==> src/rtl/aes_pkg.sv <==
// Shared AES definitions for the decryption datapath.
//
// Contents:
//   STATE_W      - width of the AES state / block (128)
//   byte_t       - one state byte
//   col_t        - one state column (4 bytes, row 0 in the MSBs)
//   dec_fsm_e    - control states of the inverse round engine
//   nr_is_legal  - true for the round counts AES defines (10, 12, 14)
//   xtime        - multiply by x (0x02) in GF(2^8) mod x^8+x^4+x^3+x+1
package aes_pkg;

    localparam int unsigned STATE_W = 128;

    typedef logic [7:0]  byte_t;
    typedef logic [31:0] col_t;

    typedef enum logic [1:0] {
        IDLE,
        ROUND,
        FINAL,
        DONE
    } dec_fsm_e;

    function automatic logic nr_is_legal(input int unsigned nr);
        return (nr == 10) || (nr == 12) || (nr == 14);
    endfunction

    function automatic byte_t xtime(input byte_t b);
        return {b[6:0], 1'b0} ^ (b[7] ? 8'h1b : 8'h00);
    endfunction

endpackage

==> src/rtl/inv_sbox.sv <==
// AES inverse S-box: 256-entry combinational lookup.
//
// Ports:
//   in_byte  - substituted byte
//   out_byte - InvSubBytes(in_byte)
module inv_sbox
    import aes_pkg::*;
(
    input  logic [7:0] in_byte,
    output logic [7:0] out_byte
);

    localparam byte_t INV_SBOX [256] = '{
        8'h52, 8'h09, 8'h6a, 8'hd5, 8'h30, 8'h36, 8'ha5, 8'h38,
        8'hbf, 8'h40, 8'ha3, 8'h9e, 8'h81, 8'hf3, 8'hd7, 8'hfb,
        8'h7c, 8'he3, 8'h39, 8'h82, 8'h9b, 8'h2f, 8'hff, 8'h87,
        8'h34, 8'h8e, 8'h43, 8'h44, 8'hc4, 8'hde, 8'he9, 8'hcb,
        8'h54, 8'h7b, 8'h94, 8'h32, 8'ha6, 8'hc2, 8'h23, 8'h3d,
        8'hee, 8'h4c, 8'h95, 8'h0b, 8'h42, 8'hfa, 8'hc3, 8'h4e,
        8'h08, 8'h2e, 8'ha1, 8'h66, 8'h28, 8'hd9, 8'h24, 8'hb2,
        8'h76, 8'h5b, 8'ha2, 8'h49, 8'h6d, 8'h8b, 8'hd1, 8'h25,
        8'h72, 8'hf8, 8'hf6, 8'h64, 8'h86, 8'h68, 8'h98, 8'h16,
        8'hd4, 8'ha4, 8'h5c, 8'hcc, 8'h5d, 8'h65, 8'hb6, 8'h92,
        8'h6c, 8'h70, 8'h48, 8'h50, 8'hfd, 8'hed, 8'hb9, 8'hda,
        8'h5e, 8'h15, 8'h46, 8'h57, 8'ha7, 8'h8d, 8'h9d, 8'h84,
        8'h90, 8'hd8, 8'hab, 8'h00, 8'h8c, 8'hbc, 8'hd3, 8'h0a,
        8'hf7, 8'he4, 8'h58, 8'h05, 8'hb8, 8'hb3, 8'h45, 8'h06,
        8'hd0, 8'h2c, 8'h1e, 8'h8f, 8'hca, 8'h3f, 8'h0f, 8'h02,
        8'hc1, 8'haf, 8'hbd, 8'h03, 8'h01, 8'h13, 8'h8a, 8'h6b,
        8'h3a, 8'h91, 8'h11, 8'h41, 8'h4f, 8'h67, 8'hdc, 8'hea,
        8'h97, 8'hf2, 8'hcf, 8'hce, 8'hf0, 8'hb4, 8'he6, 8'h73,
        8'h96, 8'hac, 8'h74, 8'h22, 8'he7, 8'had, 8'h35, 8'h85,
        8'he2, 8'hf9, 8'h37, 8'he8, 8'h1c, 8'h75, 8'hdf, 8'h6e,
        8'h47, 8'hf1, 8'h1a, 8'h71, 8'h1d, 8'h29, 8'hc5, 8'h89,
        8'h6f, 8'hb7, 8'h62, 8'h0e, 8'haa, 8'h18, 8'hbe, 8'h1b,
        8'hfc, 8'h56, 8'h3e, 8'h4b, 8'hc6, 8'hd2, 8'h79, 8'h20,
        8'h9a, 8'hdb, 8'hc0, 8'hfe, 8'h78, 8'hcd, 8'h5a, 8'hf4,
        8'h1f, 8'hdd, 8'ha8, 8'h33, 8'h88, 8'h07, 8'hc7, 8'h31,
        8'hb1, 8'h12, 8'h10, 8'h59, 8'h27, 8'h80, 8'hec, 8'h5f,
        8'h60, 8'h51, 8'h7f, 8'ha9, 8'h19, 8'hb5, 8'h4a, 8'h0d,
        8'h2d, 8'he5, 8'h7a, 8'h9f, 8'h93, 8'hc9, 8'h9c, 8'hef,
        8'ha0, 8'he0, 8'h3b, 8'h4d, 8'hae, 8'h2a, 8'hf5, 8'hb0,
        8'hc8, 8'heb, 8'hbb, 8'h3c, 8'h83, 8'h53, 8'h99, 8'h61,
        8'h17, 8'h2b, 8'h04, 8'h7e, 8'hba, 8'h77, 8'hd6, 8'h26,
        8'he1, 8'h69, 8'h14, 8'h63, 8'h55, 8'h21, 8'h0c, 8'h7d
    };

    assign out_byte = INV_SBOX[in_byte];

endmodule

==> src/rtl/aes_inv_round_engine.sv <==
// Iterative AES decryption engine: one inverse round per clock.
//
// A block is accepted in IDLE (initial AddRoundKey with key NR), then NR-1
// full inverse rounds run in ROUND, the last round (no InvMixColumns) runs in
// FINAL, and the plaintext is held in DONE until the consumer takes it.
// Round keys come from an external schedule: rk_idx selects, rk returns the
// key combinationally in the same cycle.
//
// Parameters:
//   NR        - cipher rounds: 10, 12 or 14
// Ports:
//   clk       - clock, rising edge
//   rst_n     - asynchronous active-low reset
//   abort     - (AES_DEC_ABORT_EN only) drop the block in flight
//   in_valid  - ciphertext offered
//   in_ready  - engine idle and able to accept a block
//   ct        - ciphertext, byte 0 at [127:120], column-major
//   rk_idx    - index of the round key needed this cycle
//   rk        - round key rk_idx
//   out_valid - plaintext valid
//   out_ready - plaintext consumer ready
//   pt        - plaintext, same byte order as ct
//
// Optional feature macro: AES_DEC_ABORT_EN adds the abort input.
module aes_inv_round_engine
    import aes_pkg::*;
#(
    parameter int unsigned NR = 10
) (
    input  logic               clk,
    input  logic               rst_n,
`ifdef AES_DEC_ABORT_EN
    input  logic               abort,
`endif
    input  logic               in_valid,
    output logic               in_ready,
    input  logic [STATE_W-1:0] ct,
    output logic [3:0]         rk_idx,
    input  logic [STATE_W-1:0] rk,
    output logic               out_valid,
    input  logic               out_ready,
    output logic [STATE_W-1:0] pt
);

    if (!nr_is_legal(NR)) begin : g_bad_nr
        $error("aes_inv_round_engine: NR must be 10, 12 or 14");
    end

    localparam logic [3:0] NR_IDX = 4'(NR);
    localparam logic [3:0] R_INIT = 4'(NR - 1);

    // ------------------------------------------------------------------
    // Combinational round helpers
    // ------------------------------------------------------------------

    // Byte (row r, col c) lives at byte index 4*c + r, MSB first.
    function automatic logic [STATE_W-1:0] inv_shift_rows(input logic [STATE_W-1:0] s);
        logic [STATE_W-1:0] o;
        o = '0;
        for (int c = 0; c < 4; c++) begin
            for (int r = 0; r < 4; r++) begin
                o[127 - 8 * (4 * c + r) -: 8] = s[127 - 8 * (4 * ((c - r + 4) % 4) + r) -: 8];
            end
        end
        return o;
    endfunction

    // Multiply by a constant below 16 using the xtime chain.
    function automatic byte_t gf_mul_k(input byte_t b, input logic [3:0] k);
        byte_t p;
        byte_t x;
        p = '0;
        x = b;
        for (int i = 0; i < 4; i++) begin
            if (k[i]) begin
                p = p ^ x;
            end
            x = xtime(x);
        end
        return p;
    endfunction

    function automatic col_t inv_mix_column(input col_t c);
        byte_t a0, a1, a2, a3;
        a0 = c[31:24];
        a1 = c[23:16];
        a2 = c[15:8];
        a3 = c[7:0];
        return {gf_mul_k(a0, 4'he) ^ gf_mul_k(a1, 4'hb) ^ gf_mul_k(a2, 4'hd) ^ gf_mul_k(a3, 4'h9),
                gf_mul_k(a0, 4'h9) ^ gf_mul_k(a1, 4'he) ^ gf_mul_k(a2, 4'hb) ^ gf_mul_k(a3, 4'hd),
                gf_mul_k(a0, 4'hd) ^ gf_mul_k(a1, 4'h9) ^ gf_mul_k(a2, 4'he) ^ gf_mul_k(a3, 4'hb),
                gf_mul_k(a0, 4'hb) ^ gf_mul_k(a1, 4'hd) ^ gf_mul_k(a2, 4'h9) ^ gf_mul_k(a3, 4'he)};
    endfunction

    function automatic logic [STATE_W-1:0] inv_mix_columns(input logic [STATE_W-1:0] s);
        logic [STATE_W-1:0] o;
        o = '0;
        for (int c = 0; c < 4; c++) begin
            o[127 - 32 * c -: 32] = inv_mix_column(s[127 - 32 * c -: 32]);
        end
        return o;
    endfunction

    // ------------------------------------------------------------------
    // Registers and datapath
    // ------------------------------------------------------------------

    dec_fsm_e           fsm_q, fsm_d;
    logic [3:0]         r_q, r_d;
    logic [STATE_W-1:0] state_q, state_d;

    logic [STATE_W-1:0] sr;
    logic [STATE_W-1:0] sb;
    logic [STATE_W-1:0] ark;
    logic               abort_w;

`ifdef AES_DEC_ABORT_EN
    assign abort_w = abort;
`else
    assign abort_w = 1'b0;
`endif

    assign sr = inv_shift_rows(state_q);

    for (genvar i = 0; i < 16; i++) begin : g_sbox
        inv_sbox u_inv_sbox (
            .in_byte  (sr[127 - 8 * i -: 8]),
            .out_byte (sb[127 - 8 * i -: 8])
        );
    end

    assign ark = sb ^ rk;
    assign pt  = state_q;

    always_comb begin
        fsm_d     = fsm_q;
        r_d       = r_q;
        state_d   = state_q;
        in_ready  = 1'b0;
        out_valid = 1'b0;
        rk_idx    = NR_IDX;

        unique case (fsm_q)
            IDLE: begin
                in_ready = !abort_w;
                // ct and rk are only sampled on an accept, so X elsewhere cannot leak in.
                if (in_valid && !abort_w) begin
                    state_d = ct ^ rk;
                    r_d     = R_INIT;
                    fsm_d   = ROUND;
                end
            end
            ROUND: begin
                rk_idx  = r_q;
                state_d = inv_mix_columns(ark);
                if (r_q == 4'd1) begin
                    fsm_d = FINAL;
                end else begin
                    r_d = r_q - 4'd1;
                end
            end
            FINAL: begin
                rk_idx  = 4'd0;
                state_d = ark;
                fsm_d   = DONE;
            end
            DONE: begin
                out_valid = !abort_w;
                if (out_ready) begin
                    fsm_d = IDLE;
                    r_d   = R_INIT;
                end
            end
            default: begin
                fsm_d = IDLE;
                r_d   = R_INIT;
            end
        endcase

        // Abort drops the block in flight; state holds so pt does not move.
        if (abort_w && (fsm_q != IDLE)) begin
            fsm_d   = IDLE;
            r_d     = R_INIT;
            state_d = state_q;
        end
    end

    always_ff @(posedge clk or negedge rst_n) begin
        if (!rst_n) begin
            fsm_q   <= IDLE;
            r_q     <= R_INIT;
            state_q <= '0;
        end else begin
            fsm_q   <= fsm_d;
            r_q     <= r_d;
            state_q <= state_d;
        end
    end

endmodule
==> config.mk <==
export PLATFORM = sky130hd
export DESIGN_NAME = aes_inv_round_engine
export DESIGN_NICKNAME = d
export VERILOG_FILES = /design/src/rtl/aes_pkg.sv /design/src/rtl/inv_sbox.sv /design/src/rtl/aes_inv_round_engine.sv
export SDC_FILE = /design/constraint.sdc
export NUM_CORES = 2
export LEC_CHECK = 0
export BUFFER_PORTS_ARGS = -buffer_cell sky130_fd_sc_hd__buf_2
export CORE_UTILIZATION = 30
export DETAILED_ROUTE_END_ITERATION = 12
export MAX_ROUTING_LAYER = met4
export SETUP_SLACK_MARGIN = 0.5
export SLEW_MARGIN = 20
export SYNTH_ARGS = -nofsm -noshare
export SYNTH_HDL_FRONTEND = slang
export SYNTH_SLANG_ARGS = --single-unit
==> constraint.sdc <==
create_clock -name clk -period 12.55 [get_ports clk]
set_input_delay 1.255 -clock clk [delete_from_list [all_inputs] [get_ports clk]]
set_output_delay 1.255 -clock clk [all_outputs]
set_load 0.05 [all_outputs]
Yosys cells after proc, flatten, opt, wreduce, memory -nomap -nowiden. Memory sizes are Yosys's and may differ from the RTL's. Cells that the tools add are included.

Register bits after elaboration: 134. ROM bits: 32768. Output and inout port bits: 134. Word-level logic and storage cells: 513. Memories kept: 16.

Memories: (name not given) (depth 256, width 8, rd ports 1, clocked after Yosys merged registers in 0, wr ports 0, RTL line inv_sbox.sv:48) `assign out_byte = INV_SBOX[in_byte];`; (name not given) (depth 256, width 8, rd ports 1, clocked after Yosys merged registers in 0, wr ports 0, RTL line inv_sbox.sv:48); (name not given) (depth 256, width 8, rd ports 1, clocked after Yosys merged registers in 0, wr ports 0, RTL line inv_sbox.sv:48); (name not given) (depth 256, width 8, rd ports 1, clocked after Yosys merged registers in 0, wr ports 0, RTL line inv_sbox.sv:48); (name not given) (depth 256, width 8, rd ports 1, clocked after Yosys merged registers in 0, wr ports 0, RTL line inv_sbox.sv:48); (name not given) (depth 256, width 8, rd ports 1, clocked after Yosys merged registers in 0, wr ports 0, RTL line inv_sbox.sv:48); 10 more memories.

Add/sub/neg operators: 1. Magnitude comparators: 16. Equality and inequality tests: 8. Multiplexer cells: 237. Bitwise gates (word level): 226. Reduce and logical (&&, ||, !) cells: 6.

Operator list (number): two-way mux 8 bit (176); bitwise XOR 8 bit (164); one-hot mux 128 bit (3 select lines) (1); bitwise XOR 8 x 5 -> 8 bit (44); bitwise XOR 128 bit (2); two-way mux 5 bit (48); >= comparator 9 bit, second input constant (16); NOT 8 -> 9 bit (16); two-way mux 128 bit (1); two-way mux 4 bit (3); one-hot mux 4 bit (3 select lines) (1); != test 2 bit, second input constant (4); one-hot mux 2 bit (4 select lines) (1); one-hot mux 4 bit (2 select lines) (1); two-way mux 2 bit (3); nonzero test 3 bit (2); equality test 2 bit, second input constant (2); equality test 4 x 1 -> 1 bit, second input constant (1); AND reduction 4 bit (1); subtractor 4 x 1 -> 4 bit, second input constant (1); AND reduction 3 bit (1); equality test 2 x 1 -> 1 bit, second input constant (1); logical NOT 2 bit (1); two-way mux 1 bit (2); AND reduction 2 bit (1).

Depth between registers and ports, before layout.
Depth after elaboration: 17. Depth in mapped cells: 21. Depth with buffers taken out: 15.

Modules after synthesis. A second synthesis with hierarchy kept.

Cell total of the unflattened synthesis: 10631. Area total of the unflattened synthesis: 72768.5 um2.

Modules (own cells, without submodules): inv_sbox (g_sbox[13].u_inv_sbox ...) (times used 12, cells each 545, area each 3368.2 um2); aes_inv_round_engine (times used 1, cells each 1916, area each 18587.8 um2); inv_sbox (g_sbox[11].u_inv_sbox ...) (times used 2, cells each 531, area each 3454.6 um2); inv_sbox (g_sbox[0].u_inv_sbox) (times used 1, cells each 573, area each 3523.4 um2); inv_sbox (g_sbox[10].u_inv_sbox) (times used 1, cells each 540, area each 3329.4 um2).

Worst setup path after synthesis. Ideal clock, no wire load.

Kind: flip-flop to flip-flop. From: register state_q[9] (netlist: pt[9]). To: register state_q[86] (netlist: pt[86]). Arrival: 5788 ps. Required time: 12413 ps. Setup slack: 6625 ps. Cell stages (with the launch flop): 20. Path buffers: 4. Clock period less this slack: 5925 ps. Cell sequence: dfrtp_1 clkbuf_1 clkbuf_1 buf_2 clkinv_1 ha_1 clkbuf_1 mux2_2 nand2_1 o31ai_1 mux4_2 mux4_2 xor2_1 xor2_1 xnor3_2 xor2_2 xor2_2 xnor3_1 a221oi_2 a211oi_1.

Longest elaborated chain between the ends: 14.

RTL lines: start, declared (RTL line aes_inv_round_engine.sv:110) `logic [STATE_W-1:0] state_q, state_d;`; start signal, assigned (RTL line aes_inv_round_engine.sv:196) `state_q <= state_d;`; NOT 8 -> 9 bit (not written as such) * (RTL line inv_sbox.sv:48); memory read (256 x 8 bit) *; two-way mux 8 bit (not written as such) * (2 in a row) (RTL line inv_sbox.sv:48); bitwise XOR 128 bit * (RTL line aes_inv_round_engine.sv:132) `assign ark = sb ^ rk;`; two-way mux 5 bit (RTL line aes_pkg.sv:29) `return {b[6:0], 1'b0} ^ (b[7] ? 8'h1b : 8'h00);`; bitwise XOR 8 x 5 -> 8 bit (3 in a row) (RTL line aes_pkg.sv:29); bitwise XOR 8 bit * (RTL line aes_inv_round_engine.sv:76) `p = p ^ x;`; two-way mux 8 bit * (RTL line aes_inv_round_engine.sv:143) `unique case (fsm_q)`; bitwise XOR 8 bit * (2 in a row) (RTL line aes_inv_round_engine.sv:90) `gf_mul_k(a0, 4'h9) ^ gf_mul_k(a1, 4'he) ^ gf_mul_k(a2, 4'hb) ^ gf_mul_k(a3, 4'hd),`; one-hot mux 128 bit (3 select lines) * (RTL line aes_inv_round_engine.sv:143).

Every way passes the cells marked *; elsewhere a longest branch is shown, timed or not. The select of a mux whose other input is x is not followed. A chain may end at the register's enable or synchronous reset.

Worst setup path in the final report.
From: register state_q[105] (netlist: pt[105]). To: register state_q[59] (netlist: pt[59]).

Longest elaborated chain between the ends: 15.

RTL lines: NOT 8 -> 9 bit (not written as such) * (RTL line inv_sbox.sv:48); memory read (256 x 8 bit) *; two-way mux 8 bit (not written as such) * (2 in a row) (RTL line inv_sbox.sv:48); bitwise XOR 128 bit * (RTL line aes_inv_round_engine.sv:132); bitwise XOR 8 x 5 -> 8 bit (RTL line aes_pkg.sv:29); two-way mux 5 bit (RTL line aes_pkg.sv:29); bitwise XOR 8 x 5 -> 8 bit (RTL line aes_pkg.sv:29); bitwise XOR 8 bit (RTL line aes_inv_round_engine.sv:76); two-way mux 8 bit (RTL line aes_inv_round_engine.sv:143); bitwise XOR 8 bit * (RTL line aes_inv_round_engine.sv:76); two-way mux 8 bit * (RTL line aes_inv_round_engine.sv:143); bitwise XOR 8 bit * (2 in a row) (RTL line aes_inv_round_engine.sv:89) `return {gf_mul_k(a0, 4'he) ^ gf_mul_k(a1, 4'hb) ^ gf_mul_k(a2, 4'hd) ^ gf_mul_k(a3, 4'h9),`; one-hot mux 128 bit (3 select lines) * (RTL line aes_inv_round_engine.sv:143).

Marked as above.

==> impl_metrics.py <==
metrics = {
    "critical_path": {
        "crit_type": "reg2reg",
        "ff2ff_path_depth": 16,
        "cp.required_ns": 12.96,
        "r2r-start": "pt[105]",
        "crit_arrival_ns": 6.93,
        "r2r_slack_ns": 6.03,
        "worstSetupStartpointType": "flop",
        "cp-end-kind": "flop",
        "critPathMaxFanout": 30,
        "regToRegEndpoint": "pt[59]",
    },
    "cts": {
        "holdBufCountCts": 0,
        "cts_buffer_depth": 2,
        "numCtsBuffers": 17,
        "htree_levels": 4,
        "cts_resized": 0,
        "clk_pin_slew_ns": 0.08,
        "clk-insertion-delay-late_ns": 0.58,
        "cts_setup_buffers": 0,
        "clock_sinks": 134,
        "cts-root-buf": "clkbuf_16",
        "cts_tree": "built",
    },
    "yosys": {
        "ys_ff_latch": 134,
        "synth_ff_type": "dfrtp_1",
        "synth_nets": 10900,
        "ys_warn_count": 0,
        "seq_area_frac_synth_pct": 4.49,
        "yosys.cell_count.top_type": "nand2_1",
        "synth_common_cells": "760 x nand2_1, 717 x o21ai_0, 698 x a21oi_1, 634 x xnor2_1, 591 x nor2_1",
        "postSynth.asyncResetShare_pct": 100,
        "synth_top_cell_area_share_pct": 7.43,
        "netlist_area_um2": 74700,
        "synth_edf_count": 0,
        "synthCells": 10300,
        "netlist_top_cells_area": "xnor2_1 7.4%, mux4_2 7.1%, ha_1 5.0%, o21ai_0 4.8%, a21oi_1 4.7%",
        "synth_top_area_cell": "xnor2_1",
        "synth_cell_type_count": 120,
        "syn_avg_cell_area_um2": 7.23,
    },
    "grt": {
        "grt_pass1_vias": 81200,
        "grt_usage_pct": 32.4,
        "antenna_found_initial": 18,
        "grt_max_degree": 96,
        "overflow": 0,
        "grt_pass1_wl_um": 598000,
    },
    "placed_design": {
        "dpl.hpwl_um": 298000,
        "preCtsSetupSlack_ns": 6.22,
        "gp_congestion": 1.03,
        "io_buffers": 393,
    },
    "sta": {
        "setup_slack_ns": 6.03,
        "setup_viol": 0,
        "clock-skew-final_ns": 0.0253,
        "tightest_slew_ns": 1.19,
        "slew_viol_final": 0,
        "fin_crit_sh_pct": 51.9,
        "period_needed_ns": 6.52,
        "rsz0062_at_grt": "false",
        "fin_setup_tns_ns": 0,
        "hold_viol": 0,
        "maxSlewHeadroom_pct": 20.6,
        "fmax_ghz": 0.153,
    },
    "job": {
        "drv_cap": 0,
    },
    "route": {
        "ant_nets": 0,
        "via_per_inst": 6.74,
        "avgRoutedWirePerCell_um": 31.6,
        "first_pass_iters": 9,
        "wl_um": 416000,
        "vias": 88700,
        "drt-initial-drc-count": 15600,
        "post-route-drc-count": 0,
    },
    "floorplanning": {
        "initial_core_util_pct": 30.3,
        "num_rows": 182,
        "core_area_um2": 247000,
        "dieArea_um2": 251000,
        "die_x_um": 501,
        "pin_count": 394,
        "die-height_um": 501,
    },
    "min_path": {
        "min_from": "r_q[3]",
        "min_path_type": "reg2reg",
        "holdPathEnd": "r_q[3]",
        "min_path_cells": 1,
    },
    "cells_and_area": {
        "fill_cells": 27000,
        "nets": 10400,
        "drive_gt1_share_pct": 13.7,
        "area_delta_synth_final_pct": 4.23,
    },
    "outcome": {
        "status": "finished, final reports clean",
    },
}
==> critical path, stage by stage (launching register included) <==
cell and delay [ns]:
dfrtp_1 0.33, buf_4 0.35, inv_1 0.36, ha_1 0.87, nor2b_1 0.31, o21ai_0 0.36
a311oi_1 0.18, a311oi_1 0.33, a311oi_1 0.08, a21oi_1 0.55, xor2_2 0.63, xnor2_2 0.25
xnor3_1 0.51, xnor3_1 0.46, xnor2_1 0.17, xnor2_1 0.40, o221ai_1 0.18
==> cell usage in the layout, fill, tap and decap left out, types with 87 or more instances in the layout <==
cell type  count
xor2_1       325
nor2b_1      302
a21oi_1      698
ha_1         297
nor3_1       351
o211ai_1     195
nand3_1      249
o31ai_1      109
mux2i_1      156
a211oi_1     263
buf_4        261
xnor2_1      634
nand2_1      758
nor2_1       588
o21ai_0      717
a221oi_1     148
mux4_2       237
a311oi_1     174
a21o_1        93
buf_2        392
a31oi_1      188
inv_1        209
o221ai_1      95
nand2b_1     358
o22ai_1      106
and2_1        87
o311ai_0     141
==> kinds of logic (layout without fill, tap and decap cells) <==
kind of cell               after synthesis  count (layout)  share of synthesized area, %
muxes                                  461             461                          10.3
buffers and inverters                 1445             936                          9.07
xor gates and xnor gates              1112            1112                          15.2
AOI/OAI and AO/OA                     3733            3733                          34.8
other                                    0              24                             0
DFF                                    134             134                          4.49
adders and majority gates              300             300                          5.03
and+or+nand+nor                       3142            3142                          21.1
==> final cells by class <==
cell class / instances / area, µm² / area share (%)
Antenna cell: 24 / 60.1 / 0.0771
Clock buffer: 17 / 425 / 0.546
Clock inverter: 15 / 178 / 0.228
Inverter: 250 / 940 / 1.21
Multi-Input combinational cell: 8748 / 64700 / 83.1
Sequential cell: 134 / 3490 / 4.49
Tap cell: 3312 / 4140 / 5.32
Timing Repair Buffer: 654 / 3940 / 5.05
==> how the worst max path moves through the flow <==
stage,slack (ns),depth (start not counted),to,from
final,6.03,16,pt[59],pt[105]
after global routing,5.79,16,pt[59],pt[105]
after CTS,6.21,16,pt[92],pt[9]
after detailed placement,6.22,16,pt[92],pt[9]
after global placement,6.28,14,pt[4],pt[49]
after floorplan,6.62,19,pt[86],pt[9]
==> per-stage QoR <==
step / util (%) / cell area (µm²) / hold slack [ns] / cells
final: 31.6 / 77800 / 0.530 / 13200
after global routing: 31.6 / 77800 / 0.560 / 13200
after CTS: 31.5 / 77800 / 0.531 / 13100
after detailed placement: 31.3 / 77200 / 0.520 / 13100
after global placement: 31.3 / 77200 / 0.521 / 13100
after floorplan: - / 74700 / 0.507 / 10300
==> flip-flops by register name, indices dropped and copies added, names as in the netlist <==
name and count:
r_q 4, fsm_q 2, pt 128
==> routing by layer <==
layer	GRT usage [%]	share of wire [%]	up-vias
met5	-	0	-
met4	21.4	8.1	0
met3	6.59	11	1335
met2	47.1	43	6822
met1	40.4	38	42600
li1	-	-	37900
Power is not shown: default switching activity piles up to over one toggle a cycle in this logic, so the estimate is an artifact.
